===== config.mk =====
export PLATFORM = sky130hd
export DESIGN_NAME = mpt_plb
export DESIGN_NICKNAME = d
export VERILOG_FILES = /design/src/rtl/mpt_plb.sv
export SDC_FILE = /design/constraint.sdc
export NUM_CORES = 1
export LEC_CHECK = 0
export ABC_AREA = 1
export CAP_MARGIN = 10
export CORE_ASPECT_RATIO = 0.9
export CORE_MARGIN = 5
export CORE_UTILIZATION = 35
export CTS_BUF_LIST = sky130_fd_sc_hd__clkbuf_4
export CTS_CLUSTER_DIAMETER = 120
export CTS_CLUSTER_SIZE = 25
export DETAILED_ROUTE_END_ITERATION = 12
export PLACE_DENSITY = 0.49
export RECOVER_POWER = 25
export SYNTH_ARGS = -nofsm -noshare
export SYNTH_HDL_FRONTEND = slang
export SYNTH_SLANG_ARGS = --single-unit
export TNS_END_PERCENT = 1

===== constraint.sdc =====
create_clock -name clk_i -period 28.6 [get_ports clk_i]
set_input_delay 5.72 -clock clk_i [delete_from_list [all_inputs] [get_ports clk_i]]
set_output_delay 5.72 -clock clk_i [all_outputs]
set_load 0.005 [all_outputs]

===== src/rtl/mpt_plb.sv =====
// mpt_plb: fully associative Protection Lookaside Buffer in front of the MPT walker.
// Caches per-page permissions tagged by {sdid, paddr[PLEN-1:12]}. A hit answers two cycles after
// accept. A miss walks, fills the result and then answers.
//
// Ports:
//   clk_i, rst_i             clock, asynchronous active-high reset
//   mmpt_mode_i, mmpt_sdid_i current MPT mode (0 = BARE) and supervisor domain ID
//   flush_i                  invalidate all entries
//   req_*                    permission check request (valid/ready), one-cycle response pulse
//   ptw_req_*, ptw_resp_*    walker request (valid/ready) and one-cycle walker result
//   perf_hits_o/misses_o     saturating lookup counters
//
// Optional feature: define MPT_PLB_PERF_CNT_EN to build the perf counters. When it is
// undefined, both perf outputs are tied to 0.
module mpt_plb #(
  parameter int unsigned NUM_ENTRIES = 8,
  parameter int unsigned PLEN        = 56,
  parameter int unsigned SDID_LEN    = 6
) (
  input  logic                clk_i,
  input  logic                rst_i,
  input  logic [3:0]          mmpt_mode_i,
  input  logic [SDID_LEN-1:0] mmpt_sdid_i,
  input  logic                flush_i,
  input  logic                req_valid_i,
  output logic                req_ready_o,
  input  logic [PLEN-1:0]     req_paddr_i,
  input  logic [1:0]          req_access_i,
  output logic                resp_valid_o,
  output logic                resp_allowed_o,
  output logic                resp_fault_o,
  output logic [2:0]          resp_fault_code_o,
  output logic                ptw_req_valid_o,
  input  logic                ptw_req_ready_i,
  output logic [PLEN-1:0]     ptw_req_paddr_o,
  input  logic                ptw_resp_valid_i,
  input  logic [1:0]          ptw_resp_perm_i,
  input  logic                ptw_resp_error_i,
  input  logic [2:0]          ptw_resp_code_i,
  output logic [31:0]         perf_hits_o,
  output logic [31:0]         perf_misses_o
);

  localparam int unsigned TagW = PLEN - 12;
  localparam int unsigned IdxW = $clog2(NUM_ENTRIES);

  typedef enum logic [2:0] {StIdle, StLookup, StPtwReq, StPtwWait, StResp} state_e;

  state_e                state_q;
  logic                  ready_en_q;  // keeps req_ready_o low while reset is asserted
  logic [PLEN-1:0]       paddr_q;
  logic [1:0]            access_q;
  logic [SDID_LEN-1:0]   sdid_q;
  logic                  flush_seen_q;  // flush observed during the current walk
  logic                  allowed_q;
  logic                  fault_q;
  logic [2:0]            code_q;
  logic [IdxW-1:0]       rr_ptr_q;
  logic [NUM_ENTRIES-1:0] ent_valid_q;
  logic [TagW-1:0]       ent_tag_q  [NUM_ENTRIES];
  logic [SDID_LEN-1:0]   ent_sdid_q [NUM_ENTRIES];
  logic [1:0]            ent_perm_q [NUM_ENTRIES];

  logic                  hit;
  logic [1:0]            hit_perm;
  logic                  has_free;
  logic [IdxW-1:0]       free_idx;
  logic [IdxW-1:0]       fill_idx;
  logic                  bare;

  function automatic logic perm_ok(input logic [1:0] acc, input logic [1:0] perm);
    case (acc)
      2'd1:    return perm != 2'd0;  // READ: RX, RW, RWX
      2'd2:    return perm[1];       // WRITE: RW, RWX
      2'd3:    return perm[0];       // EXEC: RX, RWX
      default: return 1'b0;          // NONE
    endcase
  endfunction

  assign bare = (mmpt_mode_i == 4'd0);

  // Parallel tag match; fills only happen on misses, so at most one entry can match.
  always_comb begin
    hit      = 1'b0;
    hit_perm = 2'd0;
    for (int i = 0; i < NUM_ENTRIES; i++) begin
      if (ent_valid_q[i] && ent_sdid_q[i] == sdid_q && ent_tag_q[i] == paddr_q[PLEN-1:12]) begin
        hit      = 1'b1;
        hit_perm = hit_perm | ent_perm_q[i];
      end
    end
  end

  // Lowest-index invalid entry, otherwise the round-robin victim.
  always_comb begin
    has_free = 1'b0;
    free_idx = '0;
    for (int i = NUM_ENTRIES - 1; i >= 0; i--) begin
      if (!ent_valid_q[i]) begin
        has_free = 1'b1;
        free_idx = IdxW'(i);
      end
    end
    fill_idx = has_free ? free_idx : rr_ptr_q;
  end

  assign req_ready_o       = (state_q == StIdle) && ready_en_q && !flush_i;
  assign resp_valid_o      = (state_q == StResp);
  assign resp_allowed_o    = allowed_q;
  assign resp_fault_o      = fault_q;
  assign resp_fault_code_o = code_q;
  assign ptw_req_valid_o   = (state_q == StPtwReq);
  assign ptw_req_paddr_o   = paddr_q;

  always_ff @(posedge clk_i or posedge rst_i) begin
    if (rst_i) begin
      state_q      <= StIdle;
      ready_en_q   <= 1'b0;
      paddr_q      <= '0;
      access_q     <= '0;
      sdid_q       <= '0;
      flush_seen_q <= 1'b0;
      allowed_q    <= 1'b0;
      fault_q      <= 1'b0;
      code_q       <= '0;
      rr_ptr_q     <= '0;
      ent_valid_q  <= '0;
      for (int i = 0; i < NUM_ENTRIES; i++) begin
        ent_tag_q[i]  <= '0;
        ent_sdid_q[i] <= '0;
        ent_perm_q[i] <= '0;
      end
    end else begin
      ready_en_q <= 1'b1;
      if (flush_i) begin
        ent_valid_q <= '0;
        rr_ptr_q    <= '0;
      end
      case (state_q)
        StIdle: begin
          if (req_valid_i && req_ready_o) begin
            paddr_q  <= req_paddr_i;
            access_q <= req_access_i;
            sdid_q   <= mmpt_sdid_i;
            state_q  <= StLookup;
          end
        end
        StLookup: begin
          // A flush in this cycle does not affect the lookup result.
          if (bare || hit) begin
            allowed_q <= bare ? 1'b1 : perm_ok(access_q, hit_perm);
            fault_q   <= 1'b0;
            code_q    <= '0;
            state_q   <= StResp;
          end else begin
            flush_seen_q <= 1'b0;
            state_q      <= StPtwReq;
          end
        end
        StPtwReq: begin
          if (flush_i) flush_seen_q <= 1'b1;
          if (ptw_req_ready_i) state_q <= StPtwWait;
        end
        StPtwWait: begin
          if (ptw_resp_valid_i) begin
            if (ptw_resp_error_i) begin
              allowed_q <= 1'b0;
              fault_q   <= 1'b1;
              code_q    <= ptw_resp_code_i;
            end else begin
              allowed_q <= perm_ok(access_q, ptw_resp_perm_i);
              fault_q   <= 1'b0;
              code_q    <= '0;
              // A flush anywhere in the walk (including this cycle) drops the fill.
              if (!flush_seen_q && !flush_i) begin
                ent_valid_q[fill_idx] <= 1'b1;
                ent_tag_q[fill_idx]   <= paddr_q[PLEN-1:12];
                ent_sdid_q[fill_idx]  <= sdid_q;
                ent_perm_q[fill_idx]  <= ptw_resp_perm_i;
                if (!has_free) rr_ptr_q <= rr_ptr_q + IdxW'(1);
              end
            end
            state_q <= StResp;
          end else if (flush_i) begin
            flush_seen_q <= 1'b1;
          end
        end
        StResp:  state_q <= StIdle;
        default: state_q <= StIdle;
      endcase
    end
  end

`ifdef MPT_PLB_PERF_CNT_EN
  logic [31:0] hits_q;
  logic [31:0] misses_q;

  always_ff @(posedge clk_i or posedge rst_i) begin
    if (rst_i) begin
      hits_q   <= '0;
      misses_q <= '0;
    end else if (state_q == StLookup && !bare) begin
      if (hit) begin
        if (hits_q != '1) hits_q <= hits_q + 32'd1;
      end else begin
        if (misses_q != '1) misses_q <= misses_q + 32'd1;
      end
    end
  end

  assign perf_hits_o   = hits_q;
  assign perf_misses_o = misses_q;
`else
  assign perf_hits_o   = '0;
  assign perf_misses_o = '0;
`endif

endmodule

* Yosys cells after proc, flatten, opt, wreduce, memory -nomap -nowiden *
Cells that the tools add are included.
W data, S select, Z words.

storage, ports and cells
  flip-flop bits (word level) = 501
  bits of input ports = 80
  output and inout port bits = 128
  word-level logic and storage cells = 194

operators by class
  $add $sub $neg = 1
  $lt $le $gt $ge = 4
  equal/unequal tests = 29
  mux-type cells = 79
  bitwise gates (word level) = 10
  reductions and logical operators = 36

operators with widths
  cell                  number
  $bwmux W352           1
  $eq A44 B44 Y1        8
  $demux W44 S3         1
  $mux W3               22
  $bwmux W48            1
  $eq A6 B6 Y1          8
  $mux W44              1
  $mux W8               5
  $mux W1               27
  $logic_and A1 B1 Y1   22
  $demux W6 S3          1
  $mux W2               9
  $bwmux W16            1
  $or A2 B2 Y2          7
  $pmux W3 S4           1
  $pmux W1 S3           3
  $reduce_and A3 Y1     3
  $ne A2 B2 Y1 const B  4
  $or A8 B8 Y8          1
  $demux W2 S3          1
  $eq A3 B2 Y1 const B  2
  $mux W6               1
  $pmux W3 S2           1
  $reduce_bool A2 Y1    3
  21 further kinds      25

* Longest topological paths before layout *
Gate-level depths: netlist (run 1).

  depth in word-level cells = 23
  mapped depth = 19
  mapped depth without buffers = 17

* Worst setup path before layout (run 1) *
OpenSTA, ideal clock, no wires.

  path type = input -> output
  start point = input flush_i
  end point = output req_ready_o
  arrival = 5.952 ns
  required time = 22.880 ns
  setup slack = 16.928 ns
  stages = 3
  cells stage by stage = inv_1 nand2_1 nor2_1

between the ends
  longest elaborated chain between the ends = 2

RTL lines
  item                 line  source
  start: declaration   24    input logic flush_i,
  $logic_not A1 Y1     107   assign req_ready_o = (state_q == StIdle) && ready_en_q && !flush_i;
  $logic_and A1 B1 Y1  107
  end: declaration     26    output logic req_ready_o,

Every way passes these cells.

==> out/qor.txt, run 1 <==
status -> complete, but fails checks
violated checks -> capacitance limit, slew limit
full die area -> 89470 µm²
worst vdd ir -> 0.08032 mV
commonest cells after routing, fill and taps aside -> nand2_1, dfrtp_1, nor2_1
Slew Viols, Final -> 249
initial core utilization -> 35.32%
Distinct cells, synth -> 38
CTS Hold Bufs -> 0
area of the multi-input gates -> 13390 µm²
largest net degree at the start of global routing -> 134
CTS max path bufs -> 3
commonest non-fill, non-tap cell in the layout -> nand2_1
Worst EP required -> 29.64 ns
measured slew at the worst slew-check pin -> 7.740 ns
final critical-path setup slack -> 12.42 ns
total negative slack -> 0 ns
Seq/Total Area, Yosys -> 42.86%
antenna violations before repair -> 9
Reg area -> 12540 µm²
crit path cell chain -> dlygate4sd3_1, clkinvlp_2, clkbuf_1, buf_4, buf_4
asr flop ratio synth -> 100.0%
vias per inst -> 5.071
Startpoint Class -> input port
Post-Route WL -> 138.3 mm
layout cell share with drive strength beyond 1 -> 3.410%
Pwr Density -> 93.04 nW/µm²
CTS Buf Count -> 25
H-tree depth -> 1
Synth Cell Area -> 29250 µm²
Die Ht -> 284.3 µm
worst hold stages -> 2
Worst Path Max Fanout -> 133
Worst EP arrival -> 17.22 ns
Area Overhead vs Synth -> 5.808%
post-route ant nets -> 0
average wire per standard cell -> 25.56 µm
Hold Violations, Final -> 0
via count -> 27.44k
Port Buffers -> 143
global-route usage over all layers -> 30.10%
cell repeated most along the worst path -> buf_4
worst r2r path cells -> 15
number of flops mapped to enable cells by yosys -> 0
CP max stage cell -> clkbuf_1
post-route minimum period -> 16.18 ns
post-DP HPWL -> 104.4 mm
fin nets -> 4353
cells after synthesis -> 4282
relative slew slack -> -416.0%
Post-CTS Setup Inserts -> 0
Crit Path Category -> input port to async pin
Finish-stage setup viols -> 0
number of fill cells -> 9190
CTS tree -> done
Avg Cell Area, Syn -> 6.832 µm²
Yosys reg bits -> 501
DRC -> 0
Die W -> 314.7 µm
Layout Skew -> 0.1057 ns
CP max stage delay -> 5.60 ns
RePlAce Congestion -> 1.012
drt first-iter violations -> 3144
router iterations before antenna repair -> 6
core area -> 82830 µm²
critical path endpoint category -> async pin
# Max-Cap Violations -> 2
Clock transition at path regs -> 0.26 ns
worst hold path class -> register to register
Max Clk Rate -> 61.80 MHz
leakage -> 0.01449 µW
Clock Latency Late Sink -> 1.05 ns
synth warn -> 0
Post-CTS Resized -> 0
root buf cell -> clkbuf_4
ys flop type -> dfrtp_1
I/O pins -> 208
std cell rows -> 100
period utilization -> 56.58%
Clock Sinks -> 501
total gr overflow -> 0
post-place setup slack -> 15.51 ns
vias in the first global route -> 24.43k
RSZ-0062 raised after global routing -> no
global-route wire length before repair -> 191.9 mm
kinds of logic after synthesis:
| logic type | count (synthesis) | synth area share (%) |
|---|---|---|
| other | 2 | 0.02567 |
| adders and majority gates | 1 | 0.04276 |
| DFF | 501 | 42.86 |
| AOI/OAI and AO/OA | 580 | 10.14 |
| xor gates and xnor gates | 87 | 2.605 |
| and+or+nand+nor | 2401 | 32.21 |
| buffers and inverters | 710 | 12.13 |
through the flow:
step	power (µW)	cell area [µm²]	util, %	hold slack (ns)	instances
floorplan	1779	29490	-	0.4511	4345
global placement	2537	30690	37.05	0.4570	5366
detailed placement	2535	30690	37.05	0.4624	5366
CTS	2854	31000	37.42	0.5182	5402
global route	3007	30930	37.35	0.5432	5404
finish	2880	30950	37.37	0.5127	5412
final cells by class:
class | count | share of cell area, %
clock inverter | 11 | 0.3840
antenna | 9 | 0.07276
multi-input combinational | 3134 | 43.27
timing repair buffer | 171 | 5.291
tap | 1122 | 4.535
inverter | 439 | 5.336
clock buffer | 25 | 0.6063
sequential | 501 | 40.50
power by group:
group          internal, µW  switching [µW]  leakage [µW]
Combinational           405            1120       0.00752
Sequential              797             232       0.00680
Clock                  62.8             260      0.000178
registers in the layout, indices dropped and copies added (netlist names):
signal / flops
ent_tag_q: 352
ptw_req_paddr_o: 56
ent_sdid_q: 48
ent_perm_q: 16
ent_valid_q: 8
sdid_q: 6
resp_fault_code_o: 3
rr_ptr_q: 3
state_q: 3
access_q: 2
flush_seen_q: 1
ready_en_q: 1
resp_allowed_o: 1
resp_fault_o: 1
per-layer routing:
layer,share of wire [%],up-vias,GRT usage [%]
met5,0.043,-,0.8117
met2,42,1149,43.94
met4,4.2,8,9.930
met1,45,13142,44.43
li1,-,12981,-
met3,8.8,164,6.177
cell usage after synthesis (3+ instances only):
| cell type | n | area share (%) |
|---|---|---|
| o21ai_2 | 11 | 0.33 |
| nor2_4 | 5 | 0.19 |
| or2_2 | 7 | 0.15 |
| xnor2_1 | 73 | 2.2 |
| nor2_2 | 5 | 0.11 |
| clkbuf_2 | 12 | 0.21 |
| o21ai_1 | 280 | 4.8 |
| a21oi_1 | 15 | 0.26 |
| nand3b_1 | 6 | 0.15 |
| o21ai_0 | 269 | 4.6 |
| xor2_1 | 14 | 0.42 |
| nand3_1 | 70 | 1.2 |
| buf_6 | 57 | 2.2 |
| dfrtp_1 | 501 | 43 |
| inv_1 | 392 | 5.0 |
| inv_2 | 46 | 0.59 |
| buf_4 | 102 | 2.6 |
| nand4_1 | 63 | 1.3 |
| nand2_2 | 15 | 0.32 |
| buf_2 | 45 | 0.77 |
| clkbuf_1 | 52 | 0.67 |
| buf_1 | 3 | 0.038 |
| nor2_1 | 431 | 5.5 |
| nand2_1 | 1790 | 23 |
worst max-delay path: cells and delay by family:
| family | cells | cell delay, ns |
|---|---|---|
| buf+inv | 5 | 11.18 |
final timing paths:
| path | start | to | slack (ns) |
|---|---|---|---|
| max | rst_i | rr_ptr_q[2] | 12.42 |
| min | resp_fault_o | resp_fault_o | 0.51 |
| max reg2reg | sdid_q[3] | flush_seen_q | 24.31 |
| min reg2reg | resp_fault_o | resp_fault_o | 0.51 |
| max in group clk_i | flush_i | req_ready_o | 15.50 |
| min in group asynchronous | rst_i | ptw_req_paddr_o[36] | 6.65 |
(Power assumes the default switching activity.)
==> run 2, diff against run 1 <==
--- a/config.mk
+++ b/config.mk
@@ -14,7 +14,7 @@
 export CTS_CLUSTER_DIAMETER = 120
 export CTS_CLUSTER_SIZE = 25
 export DETAILED_ROUTE_END_ITERATION = 12
-export PLACE_DENSITY = 0.49
+export PLACE_DENSITY = 0.51
 export RECOVER_POWER = 25
 export SYNTH_ARGS = -nofsm -noshare
 export SYNTH_HDL_FRONTEND = slang
==> constraint.sdc (replaced) <==
create_clock -name clk_i -period 13.06 [get_ports clk_i]
set_input_delay 2.612 -clock clk_i [delete_from_list [all_inputs] [get_ports clk_i]]
set_output_delay 2.612 -clock clk_i [all_outputs]
set_load 0.005 [all_outputs]
==> run 2 against run 1 <==
Net effect: the run still ends with capacitance limit, slew limit left; routed wire length down 1.4%; sequential power rose by 120%; worst hold slack gained 0.0031 ns; combinational power rose by 110%; first-iteration DRC count increased by 11%; clock skew up 0.025 ns; core utilization decreased by 0.19 points; via count is 1.5% higher; total power grew 120%; non-clock buffer count fell by 6; register-to-register slack worse by 16 ns.
==> out/qor.txt, run 2 (same netlist as run 1, synthesis figures left out) <==
worst hold path class -> register to register
Worst EP arrival -> 8.83 ns (-8.39 ns)
Clock Sinks -> 501 (unchanged)
final critical-path setup slack -> 4.444 ns (-7.976 ns)
I/O pins -> 208 (unchanged)
DRC -> 0 (unchanged)
post-DP HPWL -> 103.1 mm (-1.3%)
Util after Layout -> 37.18% (-0.19 points)
measured slew at the worst slew-check pin -> 4.085 ns (-3.655 ns)
Worst EP required -> 13.27 ns (-16.37 ns)
drt first-iter violations -> 3487 (+11%)
relative slew slack -> -172.3% (+240 points)
antenna violations before repair -> 6 (-3)
commonest cells after routing, fill and taps aside -> nand2_1, dfrtp_1, nor2_1
Finish-stage setup viols -> 0 (unchanged)
Layout Skew -> 0.1306 ns (+0.02485 ns)
CTS tree -> done
via count -> 27.84k (+1.5%)
RSZ-0062 raised after global routing -> no
Crit Path Category -> input port to async pin
total negative slack -> 0 ns (unchanged)
Clock transition at path regs -> 0.25 ns (about the same)
full die area -> 89470 µm² (unchanged)
Worst Path Max Fanout -> 151 (+14%)
number of fill cells -> 9256 (+0.72%)
layout cell share with drive strength beyond 1 -> 2.974% (-0.44 points)
H-tree depth -> 1 (unchanged)
largest net degree at the start of global routing -> 152 (+13%)
Pwr Density -> 201.2 nW/µm² (+120%)
Placed Instance Area -> 30650 µm² (-0.13%)
# Max-Cap Violations -> 6 (+4)
Die Ht -> 284.3 µm (unchanged)
Area Overhead vs Synth -> 5.265%
Slew Viols, Final -> 413 (+66%)
Die W -> 314.7 µm (unchanged)
post-route ant nets -> 0 (unchanged)
CTS Buf Count -> 25 (unchanged)
average wire per standard cell -> 25.28 µm (-1.1%)
CTS Hold Bufs -> 0 (unchanged)
global-route wire length before repair -> 189.7 mm (-1.1%)
violated checks -> capacitance limit, slew limit
critical path endpoint category -> async pin
status -> complete, but fails checks
WHS -> 0.5158 ns (+0.003111 ns)
RePlAce Congestion -> 1.057 (+4.4%)
Clock Latency Late Sink -> 1.03 ns (-0.02 ns)
fin nets -> 4347 (-0.14%)
core area -> 82830 µm² (unchanged)
leakage -> 0.01439 µW (-0.70%)
Port Buffers -> 143 (unchanged)
Hold Violations, Final -> 0 (unchanged)
router iterations before antenna repair -> 8 (+2)
root buf cell -> clkbuf_4
initial core utilization -> 35.32% (unchanged)
Startpoint Class -> input port
post-route minimum period -> 8.616 ns
worst vdd ir -> 0.1340 mV (+67%)
CTS max path bufs -> 3 (unchanged)
total gr overflow -> 0 (unchanged)
Post-CTS Resized -> 0 (unchanged)
post-place setup slack -> 6.205 ns (-9.307 ns)
Post-Route WL -> 136.4 mm (-1.4%)
Post-CTS Setup Inserts -> 0 (unchanged)
Largest register FFs -> 352 (unchanged)
Max Clk Rate -> 116.1 MHz
std cell rows -> 100 (unchanged)
global-route usage over all layers -> 29.53% (-0.57 points)
vias in the first global route -> 24.76k (+1.4%)
period utilization -> 65.97%
commonest non-fill, non-tap cell in the layout -> nand2_1
design area -> 30790 µm² (-0.51%)
Biggest register -> ent_tag_q
vias per inst -> 5.159 (+1.7%)
## run 2: through the flow
| stage | cells | total power [µW] |
|---|---|---|
| 3_3_place_gp | 5361 | 5475 |
| 2_1_floorplan | 4345 | 3897 |
| 5_1_grt | 5395 | 6461 |
| 6_report | 5397 | 6197 |
| 3_5_place_dp | 5361 | 5475 |
| 4_1_cts | 5393 | 6117 |
## run 2: layer usage
metal / global-route usage (%) / vias up / share of wire (%)
li1: - / 12977 / -
met1: 43.24 / 13366 / 44
met2: 44.22 / 1328 / 43
met3: 5.223 / 172 / 9.6
met4: 9.730 / 0 / 4.2
met5: 0 / - / 0
## run 2: power breakdown
part	internal, µW	switching (µW)	total, µW
Combinational	870	2410	3280
Sequential	1740	528	2270
Clock	100	549	649
## run 2: critical path: stages
cell,delay [ns]
dlygate4sd3_1,0.55
clkinvlp_2,0.82
clkbuf_1,1.67
clkbuf_2,2.88
## run 2: final cells by class
type / instances / area, µm² / share of cell area, %
Clock buffer: 25 / 187.7 / 0.6095
Clock inverter: 7 / 65.06 / 0.2113
Multi-Input combinational cell: 3134 / 13360 / 43.38
Antenna cell: 4 / 10.01 / 0.03250
Timing Repair Buffer: 165 / 1583 / 5.140
Sequential cell: 501 / 12540 / 40.71
Tap cell: 1122 / 1404 / 4.559
Inverter: 439 / 1650 / 5.359
## run 2: worst paths after layout
check                      slack, ns  cells past startpoint         start              to
setup / recovery                4.44                      4         rst_i  ent_tag_q[225]
hold reg to reg                 0.52                      2  resp_fault_o    resp_fault_o
setup reg to reg                8.45                     15     sdid_q[3]    flush_seen_q
hold / removal                  0.52                      2  resp_fault_o    resp_fault_o
min in group asynchronous       2.31                      2         rst_i  ent_tag_q[124]
max in group clk_i              6.17                      5       flush_i     req_ready_o
